$ cat src/rtl/amo_responder_pkg.sv
// Shared types and constants for the AMO responder slice: request/response
// structs, operation encoding and a couple of write-path helpers.
package amo_responder_pkg;

    localparam int DataWidth            = 64;
    localparam int AddrWidth            = 56;
    localparam int AMO_RES_GRANULE_BITS = 3;
    localparam int GranuleWidth         = AddrWidth - AMO_RES_GRANULE_BITS;

    localparam logic [1:0] SizeWord   = 2'b10;
    localparam logic [1:0] SizeDouble = 2'b11;

    typedef enum logic [3:0] {
        AMO_NONE = 4'd0,
        AMO_LR   = 4'd1,
        AMO_SC   = 4'd2,
        AMO_SWAP = 4'd3,
        AMO_ADD  = 4'd4,
        AMO_AND  = 4'd5,
        AMO_OR   = 4'd6,
        AMO_XOR  = 4'd7,
        AMO_MAX  = 4'd8,
        AMO_MAXU = 4'd9,
        AMO_MIN  = 4'd10,
        AMO_MINU = 4'd11
    } amo_t;

    typedef struct packed {
        logic                 req;
        amo_t                 amo_op;
        logic [1:0]           size;
        logic [DataWidth-1:0] operand_a;
        logic [DataWidth-1:0] operand_b;
    } amo_req_t;

    typedef struct packed {
        logic                 ack;
        logic [DataWidth-1:0] result;
    } amo_resp_t;

    // Word data goes out in both halves so the byte enables alone pick the lane.
    function automatic logic [DataWidth-1:0] packWriteData(input logic isDouble,
                                                            input logic [DataWidth-1:0] value);
        return isDouble ? value : {value[31:0], value[31:0]};
    endfunction

    function automatic logic [7:0] byteEnable(input logic isDouble, input logic upperWord);
        if (isDouble) return 8'hFF;
        return upperWord ? 8'hF0 : 8'h0F;
    endfunction

endpackage

$ cat src/rtl/amo_responder_if.sv
// Single-ported memory request bus between the AMO responder (master) and
// the LLC / scratchpad (slave). Writes complete on grant; reads return rdata
// with rvalid some cycles after the grant.
interface amo_responder_if;
    import amo_responder_pkg::*;

    logic                 mem_req;
    logic                 mem_gnt;
    logic                 mem_we;
    logic [AddrWidth-1:0] mem_addr;
    logic [DataWidth-1:0] mem_wdata;
    logic [7:0]           mem_be;
    logic                 mem_rvalid;
    logic [DataWidth-1:0] mem_rdata;

    modport master (
        output mem_req, mem_we, mem_addr, mem_wdata, mem_be,
        input  mem_gnt, mem_rvalid, mem_rdata
    );

    modport slave (
        input  mem_req, mem_we, mem_addr, mem_wdata, mem_be,
        output mem_gnt, mem_rvalid, mem_rdata
    );

endinterface

$ cat src/rtl/amo_responder_alu.sv
// Combinational modify step of the read-modify-write. For word operations
// only the low 32 bits of the result are meaningful; the caller replicates them.
module amo_alu
    import amo_responder_pkg::*;
(
    input  amo_t                 op_i,
    input  logic                 isDouble_i,
    input  logic [DataWidth-1:0] old_i,
    input  logic [DataWidth-1:0] operand_i,
    output logic [DataWidth-1:0] new_o
);

    logic lessSigned;
    logic lessUnsigned;

    // Compare old against operand at the operation size, signed and unsigned.
    always_comb begin
        if (isDouble_i) begin
            lessSigned   = $signed(old_i) < $signed(operand_i);
            lessUnsigned = old_i < operand_i;
        end else begin
            lessSigned   = $signed(old_i[31:0]) < $signed(operand_i[31:0]);
            lessUnsigned = old_i[31:0] < operand_i[31:0];
        end
    end

    // Select the new memory value; all ops are lane-local so the low word is correct for word size.
    always_comb begin
        new_o = operand_i;
        case (op_i)
            AMO_SWAP: new_o = operand_i;
            AMO_ADD:  new_o = old_i + operand_i;
            AMO_AND:  new_o = old_i & operand_i;
            AMO_OR:   new_o = old_i | operand_i;
            AMO_XOR:  new_o = old_i ^ operand_i;
            AMO_MAX:  new_o = lessSigned   ? operand_i : old_i;
            AMO_MAXU: new_o = lessUnsigned ? operand_i : old_i;
            AMO_MIN:  new_o = lessSigned   ? old_i : operand_i;
            AMO_MINU: new_o = lessUnsigned ? old_i : operand_i;
            default:  new_o = operand_i;
        endcase
    end

endmodule

$ cat src/rtl/amo_responder.sv
// Memory-side executor for atomic memory operations. Takes one request at a
// time, runs the read-modify-write on the memory bus, tracks the LR/SC
// reservation and pulses ack with the result. Every output is decoded from
// registers only.
module amo_responder
    import amo_responder_pkg::*;
(
    input  logic                 clk_i,
    input  logic                 rst_i,
    input  amo_req_t             amo_req_i,
    output amo_resp_t            amo_resp_o,
    amo_responder_if.master      mem_if,
    input  logic                 inval_valid_i,
    input  logic [AddrWidth-1:0] inval_addr_i
);

    localparam logic [2:0] StIdle   = 3'd0;
    localparam logic [2:0] StRdReq  = 3'd1;
    localparam logic [2:0] StRdWait = 3'd2;
    localparam logic [2:0] StWrReq  = 3'd3;
    localparam logic [2:0] StResp   = 3'd4;

    logic [2:0]              state_q,      state_d;
    amo_t                    op_q,         op_d;
    logic                    isDouble_q,   isDouble_d;
    logic                    upperWord_q,  upperWord_d;
    logic [GranuleWidth-1:0] reqGranule_q, reqGranule_d;
    logic [DataWidth-1:0]    operandB_q,   operandB_d;
    logic [DataWidth-1:0]    result_q,     result_d;
    logic [DataWidth-1:0]    wdata_q,      wdata_d;
    logic [7:0]              be_q,         be_d;
    logic                    resValid_q,   resValid_d;
    logic [GranuleWidth-1:0] resGranule_q, resGranule_d;

    logic                    acceptReq;
    logic                    reqIsDouble;
    logic [GranuleWidth-1:0] inGranule;
    logic [31:0]             readWord;
    logic [DataWidth-1:0]    oldValue;
    logic [DataWidth-1:0]    newValue;
    logic                    unusedBits;

    assign acceptReq   = (state_q == StIdle) && amo_req_i.req && (amo_req_i.amo_op != AMO_NONE);
    assign reqIsDouble = (amo_req_i.size == SizeDouble);
    assign inGranule   = amo_req_i.operand_a[AddrWidth-1:AMO_RES_GRANULE_BITS];

    assign readWord = upperWord_q ? mem_if.mem_rdata[63:32] : mem_if.mem_rdata[31:0];
    assign oldValue = isDouble_q ? mem_if.mem_rdata : {{32{readWord[31]}}, readWord};

    assign unusedBits = ^{amo_req_i.operand_a[DataWidth-1:AddrWidth],
                          amo_req_i.operand_a[1:0], inval_addr_i[2:0]};

    amo_alu u_alu (
        .op_i       (op_q),
        .isDouble_i (isDouble_q),
        .old_i      (oldValue),
        .operand_i  (operandB_q),
        .new_o      (newValue)
    );

    // Operation sequencing: accept, read, modify, write, respond.
    always_comb begin
        state_d      = state_q;
        op_d         = op_q;
        isDouble_d   = isDouble_q;
        upperWord_d  = upperWord_q;
        reqGranule_d = reqGranule_q;
        operandB_d   = operandB_q;
        result_d     = result_q;
        wdata_d      = wdata_q;
        be_d         = be_q;
        case (state_q)
            StIdle: begin
                if (acceptReq) begin
                    op_d         = amo_req_i.amo_op;
                    isDouble_d   = reqIsDouble;
                    upperWord_d  = amo_req_i.operand_a[2];
                    reqGranule_d = inGranule;
                    operandB_d   = amo_req_i.operand_b;
                    be_d         = byteEnable(reqIsDouble, amo_req_i.operand_a[2]);
                    if (amo_req_i.amo_op == AMO_SC) begin
                        if (resValid_q && (resGranule_q == inGranule)) begin
                            wdata_d = packWriteData(reqIsDouble, amo_req_i.operand_b);
                            state_d = StWrReq;
                        end else begin
                            result_d = 64'd1;
                            state_d  = StResp;
                        end
                    end else begin
                        state_d = StRdReq;
                    end
                end
            end
            StRdReq: begin
                if (mem_if.mem_gnt) state_d = StRdWait;
            end
            StRdWait: begin
                if (mem_if.mem_rvalid) begin
                    result_d = oldValue;
                    if (op_q == AMO_LR) begin
                        state_d = StResp;
                    end else begin
                        wdata_d = packWriteData(isDouble_q, newValue);
                        state_d = StWrReq;
                    end
                end
            end
            StWrReq: begin
                if (mem_if.mem_gnt) begin
                    if (op_q == AMO_SC) result_d = 64'd0;
                    state_d = StResp;
                end
            end
            StResp: begin
                state_d = StIdle;
            end
            default: begin
                state_d = StIdle;
            end
        endcase
    end

    // Reservation tracking; an invalidation of the granule always has the last word.
    always_comb begin
        resValid_d   = resValid_q;
        resGranule_d = resGranule_q;
        if (acceptReq && (amo_req_i.amo_op == AMO_SC)) begin
            resValid_d = 1'b0;
        end
        if ((state_q == StRdWait) && mem_if.mem_rvalid && (op_q == AMO_LR)) begin
            resValid_d   = 1'b1;
            resGranule_d = reqGranule_q;
        end
        if ((state_q == StWrReq) && mem_if.mem_gnt && (reqGranule_q == resGranule_q)) begin
            resValid_d = 1'b0;
        end
        if (inval_valid_i && (inval_addr_i[AddrWidth-1:AMO_RES_GRANULE_BITS] == resGranule_d)) begin
            resValid_d = 1'b0;
        end
    end

    // State and datapath registers; reset abandons any outstanding transaction.
    always_ff @(posedge clk_i or posedge rst_i) begin
        if (rst_i) begin
            state_q      <= StIdle;
            op_q         <= AMO_NONE;
            isDouble_q   <= 1'b0;
            upperWord_q  <= 1'b0;
            reqGranule_q <= '0;
            operandB_q   <= '0;
            result_q     <= '0;
            wdata_q      <= '0;
            be_q         <= '0;
            resValid_q   <= 1'b0;
            resGranule_q <= '0;
        end else begin
            state_q      <= state_d;
            op_q         <= op_d;
            isDouble_q   <= isDouble_d;
            upperWord_q  <= upperWord_d;
            reqGranule_q <= reqGranule_d;
            operandB_q   <= operandB_d;
            result_q     <= result_d;
            wdata_q      <= wdata_d;
            be_q         <= be_d;
            resValid_q   <= resValid_d;
            resGranule_q <= resGranule_d;
        end
    end

    assign amo_resp_o.ack    = (state_q == StResp);
    assign amo_resp_o.result = result_q;

    assign mem_if.mem_req   = (state_q == StRdReq) || (state_q == StWrReq);
    assign mem_if.mem_we    = (state_q == StWrReq);
    assign mem_if.mem_addr  = {reqGranule_q, 3'b000};
    assign mem_if.mem_wdata = wdata_q;
    assign mem_if.mem_be    = be_q;

endmodule

$ cat src/flat_wrapper.sv
// flat-port wrapper written by rule: the top's interface ports become plain ports
module amo_responder_flat import amo_responder_pkg::*;
  (clk_i, rst_i, amo_req_i, amo_resp_o, inval_valid_i, inval_addr_i, mem_if_mem_req, mem_if_mem_we, mem_if_mem_addr, mem_if_mem_wdata, mem_if_mem_be, mem_if_mem_gnt, mem_if_mem_rvalid, mem_if_mem_rdata);
  amo_responder_if mem_if_i ();
  input  logic clk_i;
  input  logic rst_i;
  input  amo_req_t amo_req_i;
  output amo_resp_t amo_resp_o;
  input  logic inval_valid_i;
  input  logic [AddrWidth-1:0] inval_addr_i;
  output wire logic [$bits(mem_if_i.mem_req)-1:0] mem_if_mem_req;
  output wire logic [$bits(mem_if_i.mem_we)-1:0] mem_if_mem_we;
  output wire logic [$bits(mem_if_i.mem_addr)-1:0] mem_if_mem_addr;
  output wire logic [$bits(mem_if_i.mem_wdata)-1:0] mem_if_mem_wdata;
  output wire logic [$bits(mem_if_i.mem_be)-1:0] mem_if_mem_be;
  input wire logic [$bits(mem_if_i.mem_gnt)-1:0] mem_if_mem_gnt;
  input wire logic [$bits(mem_if_i.mem_rvalid)-1:0] mem_if_mem_rvalid;
  input wire logic [$bits(mem_if_i.mem_rdata)-1:0] mem_if_mem_rdata;
  assign mem_if_mem_req = mem_if_i.mem_req;
  assign mem_if_mem_we = mem_if_i.mem_we;
  assign mem_if_mem_addr = mem_if_i.mem_addr;
  assign mem_if_mem_wdata = mem_if_i.mem_wdata;
  assign mem_if_mem_be = mem_if_i.mem_be;
  assign mem_if_i.mem_gnt = mem_if_mem_gnt;
  assign mem_if_i.mem_rvalid = mem_if_mem_rvalid;
  assign mem_if_i.mem_rdata = mem_if_mem_rdata;
  amo_responder u_core (.clk_i(clk_i), .rst_i(rst_i), .amo_req_i(amo_req_i), .amo_resp_o(amo_resp_o), .mem_if(mem_if_i), .inval_valid_i(inval_valid_i), .inval_addr_i(inval_addr_i));
endmodule
$ cat config.mk
export PLATFORM = sky130hd
export DESIGN_NAME = amo_responder_flat
export DESIGN_NICKNAME = d
export VERILOG_FILES = /design/src/rtl/amo_responder_pkg.sv /design/src/rtl/amo_responder_if.sv /design/src/rtl/amo_responder_alu.sv /design/src/rtl/amo_responder.sv /design/src/flat_wrapper.sv
export SDC_FILE = /design/constraint.sdc
export NUM_CORES = 1
export LEC_CHECK = 0
export ABC_AREA = 1
export BUFFER_PORTS_ARGS = -buffer_cell sky130_fd_sc_hd__buf_2
export CORE_MARGIN = 2
export CORE_UTILIZATION = 30
export DETAILED_ROUTE_END_ITERATION = 8
export HOLD_SLACK_MARGIN = 0.08
export RECOVER_POWER = 25
export SETUP_SLACK_MARGIN = 0.15
export SYNTH_ARGS = -nofsm -noshare
export SYNTH_HDL_FRONTEND = slang
export SYNTH_SLANG_ARGS = --single-unit
$ cat constraint.sdc
create_clock -name clk_i -period 9.39 [get_ports clk_i]
set_input_delay 0.4695 -clock clk_i [delete_from_list [all_inputs] [get_ports clk_i]]
set_output_delay 0.4695 -clock clk_i [all_outputs]
set_load 0.005 [all_outputs]
# Word level (Yosys, flattened, before mapping)

Cells that the tools add are included.

Add/sub/neg operators: 1
Order comparisons: 4
Equal/unequal tests: 28
Muxes and demuxes: 43
Bitwise operators: 3
Reduce and logical (&&, ||, !) cells: 19

Operator list:

| operator                                             | count |
|---|---|
| two-way mux 64 bit                                   | 18 |
| case mux 64 bit (8 select lines)                     | 1 |
| case mux 64 bit (3 select lines)                     | 1 |
| equality test 53 bit                                 | 3 |
| less-than comparator 64 bit                          | 2 |
| case mux 64 bit (2 select lines)                     | 1 |
| adder 64 bit                                         | 1 |
| bitwise AND 64 bit                                   | 1 |
| less-than comparator 32 bit                          | 2 |
| OR 64 bit                                            | 1 |
| bitwise XOR 64 bit                                   | 1 |
| two-way mux 53 bit                                   | 1 |
| two-way mux 32 bit                                   | 1 |
| two-way mux 8 bit                                    | 3 |
| two-way mux 3 bit                                    | 7 |
| equality test 4 x 3 -> 1 bit (second input constant) | 4 |
| equality test 4 bit (second input constant)          | 4 |
| != test 2 bit (second input constant)                | 6 |
| case mux 3 bit (4 select lines)                      | 1 |
| logical AND 1 bit                                    | 9 |
| two-way mux 1 bit                                    | 9 |
| equality test 4 x 2 -> 1 bit (second input constant) | 2 |
| nonzero test 4 bit                                   | 2 |
| AND reduction 7 bit                                  | 1 |
| other kinds (13)                                     | 16 |

Register bits after elaboration: 316
Input port bits: 260
Output and inout port bits: 195
Word-level logic and storage cells: 109

# Depth between registers and ports, before layout

Word-level depth: 10
Mapped depth: 33

# Modules after synthesis

A second synthesis with hierarchy kept.

Cell total of the unflattened synthesis: 5775
Area, all modules: 33155.5 µm²

By module, submodules not included:

| module        | times used | cells each | area an instance (µm²) | seq. area each (µm²) |
|---|---|---|---|---|
| amo_responder | 1          | 2641       | 17895.9                | 7757.4 |
| amo_alu       | 1          | 3134       | 15259.6                | 0.0 |

# Worst setup path before layout

OpenSTA, ideal clock, no wires.

Path kind: register to register
Start: register u_core.isDouble_q
End: register u_core.wdata_q[60], in the netlist u_core.mem_if.mem_wdata[60]
Setup time: 0.117 ns
Arrival time: 3.557 ns
Slack: 5.717 ns
Cell stages (with the launch flop): 28
Path buffers: 2
Path through: dfrtp_1 -> buf_2 -> inv_2 -> nand2_1 -> clkbuf_1 -> nand2_1 -> o21ai_1 -> inv_1 -> ha_1 -> fa_1 -> nand3_1 -> nand2_1 -> nand2_1 -> nand2_1 -> a21oi_1 -> inv_1 -> nand2_1 -> nand2_1 -> o21ai_0 -> a21oi_1 -> nor2_1 -> nand2_1 -> nor2_1 -> nand3_1 -> nand3_1 -> nand3_1 -> nand2_1 -> nand2_1

Cells in the longest elaborated chain, start to end: 9

Ends and longest elaborated chain:

| what                                                | line                    | text |
|---|---|---|
| start: declaration                                  | amo_responder.sv:25     | `logic isDouble_q, isDouble_d;` |
| start signal: assignment                            | amo_responder.sv:159    | `isDouble_q <= isDouble_d;` |
| two-way mux 64 bit                                  | amo_responder.sv:48     | `assign oldValue = isDouble_q ? mem_if.mem_rdata : {{32{readWord[31]}}, readWord};` |
| less-than comparator 64 bit (tied with other cells) | amo_responder_alu.sv:20 | `lessUnsigned = old_i < operand_i;` |
| two-way mux 1 bit                                   | amo_responder_alu.sv:18 | `if (isDouble_i) begin` |
| two-way mux 64 bit (on tied branches)               | -                       |  |
| case mux 64 bit (8 select lines)                    | amo_responder_alu.sv:30 | `case (op_i)` |
| two-way mux 64 bit *                                | amo_responder_pkg.sv:44 | `return isDouble ? value : {value[31:0], value[31:0]};` |
| two-way mux 64 bit *                                | amo_responder.sv:100    | `if (op_q == AMO_LR) begin` |
| two-way mux 64 bit *                                | amo_responder.sv:98     | `if (mem_if.mem_rvalid) begin` |
| case mux 64 bit (2 select lines) *                  | amo_responder.sv:72     | `case (state_q)` |
| end signal: assignment                              | amo_responder.sv:164    | `wdata_q <= wdata_d;` |
| end: declaration                                    | amo_responder.sv:30     | `logic [DataWidth-1:0] wdata_q, wdata_d;` |

Every way passes the cells marked *; elsewhere a longest branch is shown, timed or not. The select of a mux whose other input is x is not followed.
A chain may end at the register's enable or synchronous reset.

# Worst setup path after layout

Start: register u_core.isDouble_q
End: register u_core.wdata_q[40], in the netlist u_core.mem_if.mem_wdata[40]

Same word-level chain as after synthesis.

==> key figures <==
Critical path
  – Reg2Reg Setup Slack: 2120 ps
  – Worst R2R Path Depth: 29
  – WS Path Type: reg2reg
  – Critical Path AT: 7770 ps
  – Top fanout value on the critical path: 40
  – Slowest CP cell: nand2_4
  – CP Capture Type: flip-flop
  – Slowest Stage Delay on Critical Path: 750 ps
  – Most frequent CP cell: nand2_1
  – Crit start category: flip-flop
  – Reg-to-Reg Start: u_core.isDouble_q
  – WP data required: 9890 ps
  – Capturing point of the worst reg2reg path: u_core.mem_if.mem_wdata[40]

Floorplanning
  – # IOs: roughly 460
  – Die height: 317 µm
  – DIE WIDTH: roughly 320 µm
  – Core Region: 0.0970 mm²
  – Initial Util: just over 30%
  – Rows: around 110
  – Die ar.: between 0.1 and 0.15 mm²

Global routing
  – All-Layer GR Usage: ~30%
  – Initial antenna violation count: 34
  – Largest net degree at the start of global routing: 132
  – Vias in the first global route: about 32000
  – Congestion Overflow GR: 0
  – First-pass GRT wire length: ~230000 µm

Drt
  – DRC: 0
  – Vias/cell: 5.50
  – Avg WL per Cell: 25.2 µm
  – Final WL: 159000 µm
  – DR pass1 iterations: 8
  – ANT nets after route: 0
  – DR vias: 34591
  – DR iter-0 viols: 4019

Finish
  – Area Growth Syn to Fin: 16.3%
  – # nets final: 5434
  – Proportion of layout cells with a drive suffix above 1: 11.1%

Synthesis
  – FFs w/ async S/R, synth: between 90% and 100%
  – Cell count after synthesis: 4673
  – Sequential area share after synthesis: between 20% and 30%
  – Ys flop type: dfrtp_1
  – Synth warn: 0
  – Post-synth design cell area: 0.0294 mm²
  – Flops & latches, synth: 310
  – Syn avg cell area: 6.29 µm²
  – Netlist cell types: 59
  – Post-synth EDFFs: 0

CTS
  – CTS Buf Count: between 40 and 50
  – Clk root buf: clkbuf_16
  – Max clock buf depth: 3
  – CTS tree: yes
  – Clock sinks: 310
  – H-tree levels: 2
  – Post_cts resized: 0
  – Clock slew at reported path FFs: 60 ps
  – Clock Latency Late Sink: 620 ps

Worst hold path
  – Worst hold stages: 3
  – Hold Path Class: in2reg
  – Hold worst-path end: u_core.reqGranule_q[12]
  – Hold Path Origin: amo_req_i[79]

STA
  – Final period util: 77.4%
  – Fin crit period: 7270 ps
  – Layout Skew: 34.4 ps
  – Unrepaired setup endpoints after global routing: false
  – Pins Over Slew Limit: 115
  – Slew @ Worst Pin: 5520 ps
  – Max Fclk: 138 MHz
  – Setup TNS: 0 ps
  – Final setup fails: 0
  – Rel. slew slack: -268%
  – Final hold viol count: 0

Outcome
  – Failing checks: max-capacitance violations, max-slew violations
  – Status: finished with violations

Flow run
  – Max-cap violations: 1

Place
  – Routability cong.: 1.05
  – HPWL Detailed: roughly 120000 µm
  – Input/output buffers: 438
==> metrics by stage <==
step	util, %	area [µm²]	hold WS (ps)	std cells	setup slack [ps]
5_1_grt	35.2	34200	107	6287	1820
4_1_cts	35.4	34300	80.2	6286	2360
2_1_floorplan	-	29400	472	4675	348
3_3_place_gp	33.7	32700	461	6200	2470
3_5_place_dp	33.7	32700	462	6200	2400
6_report	35.3	34200	99.3	6291	2120
==> cell usage after synthesis (all sizes together) (16+ instances only) <==
| master | instances | area [µm²] |
|---|---|---|
| nor3 | 35 | 185 |
| o211ai | 45 | 338 |
| o21ai | 390 | 1950 |
| inv | 570 | 2140 |
| a21oi | 280 | 1410 |
| a221oi | 32 | 280 |
| nand3 | 473 | 2430 |
| nand2 | 1277 | 4850 |
| xnor2 | 38 | 333 |
| xor2 | 17 | 149 |
| nand3b | 22 | 165 |
| o22ai | 67 | 419 |
| dfrtp | 310 | 7760 |
| nand4 | 48 | 300 |
| ha | 195 | 2440 |
| clkbuf | 155 | 583 |
| a211oi | 32 | 240 |
| buf | 91 | 528 |
| or2 | 16 | 100 |
| nor2 | 413 | 1560 |
| o31ai | 63 | 473 |
==> critical path, delay by kind of cell (launching register included) <==
family | cells | cell delay (ps)
and+or+nand+nor | 23 | 4580
adders and majority gates | 1 | 260
DFF | 1 | 450
buffers and inverters | 3 | 1010
AOI/OAI and AO/OA | 2 | 780
==> per-layer routing <==
layer	track usage, %	vias up	share of wire, %
li1	-	16026	-
met1	38.7	16314	40
met2	48.9	1864	44
met3	8.47	345	11
met4	12.8	42	4.8
met5	0	-	0.15
==> cell families after synthesis <==
kind of cell,Yosys count,share of synthesized area (%)
DFF,310,26.4
and+or+nand+nor,2307,33.1
xor gates and xnor gates,55,1.64
AOI/OAI and AO/OA,985,19.4
adders and majority gates,196,8.36
other,1,0.0128
buffers and inverters,819,11.1
==> worst max-delay path by stage <==
stage,start,end,slack [ps]
finish,u_core.isDouble_q,u_core.mem_if.mem_wdata[40],2120
global route,u_core.isDouble_q,u_core.mem_if.mem_wdata[40],1820
CTS,u_core.isDouble_q,u_core.mem_if.mem_wdata[40],2360
detailed placement,u_core.isDouble_q,u_core.mem_if.mem_wdata[40],2400
global placement,u_core.isDouble_q,u_core.mem_if.mem_wdata[40],2470
floorplan,rst_i,u_core.isDouble_q,350
==> state kept, by name (all words and copies together) (netlist names) <==
| name | flops |
|---|---|
| u_core.state_q | 3 |
| u_core.mem_if.mem_be | 2 |
| u_core.op_q | 4 |
| u_core.upperWord_q | 1 |
| u_core.result_q | 64 |
| u_core.isDouble_q | 1 |
| u_core.mem_if.mem_wdata | 64 |
| u_core.resGranule_q | 53 |
| u_core.reqGranule_q | 53 |
| u_core.operandB_q | 64 |
| u_core.resValid_q | 1 |
==> area by class of cell <==
| class | instances | area, µm² |
|---|---|---|
| Fill cell | 10801 | 62800 |
| Timing Repair Buffer | 505 | 2670 |
| Multi-Input combinational cell | 3546 | 18500 |
| Tap cell | 1276 | 1600 |
| Clock buffer | 55 | 1170 |
| Clock inverter | 21 | 339 |
| Inverter | 573 | 2160 |
| Sequential cell | 310 | 7760 |
| Antenna cell | 5 | 12.5 |
==> cells in the final DEF, fill, tap and decap left out, drive strengths merged, types with 4 or more instances in the layout <==
master,count
nand2,1277
o21bai,5
clkbuf,136
o31ai,63
dlygate4sd3,10
diode,5
o211ai,45
bufinv,7
o21a,11
nand4,48
a31oi,11
a22oi,7
nand3,473
a21o,15
nor3,35
o2111ai,11
clkinvlp,4
nand3b,22
o22ai,67
clkinv,14
xnor2,38
a21oi,280
nor4,14
and3,4
ha,195
a221oi,32
xor2,17
a211oi,32
nor2,413
buf,414
or2,16
o21ai,390
dfrtp,310
inv,569
==> timing repair <==
action	in CTS	in global routing
buffers inserted	0	0
endpoints found under the hold margin	29	0
hold buffers	10	0
Power is left out: the tool's default activity adds up to more than one toggle a clock period on the data nets, which glitch-free logic cannot reach.
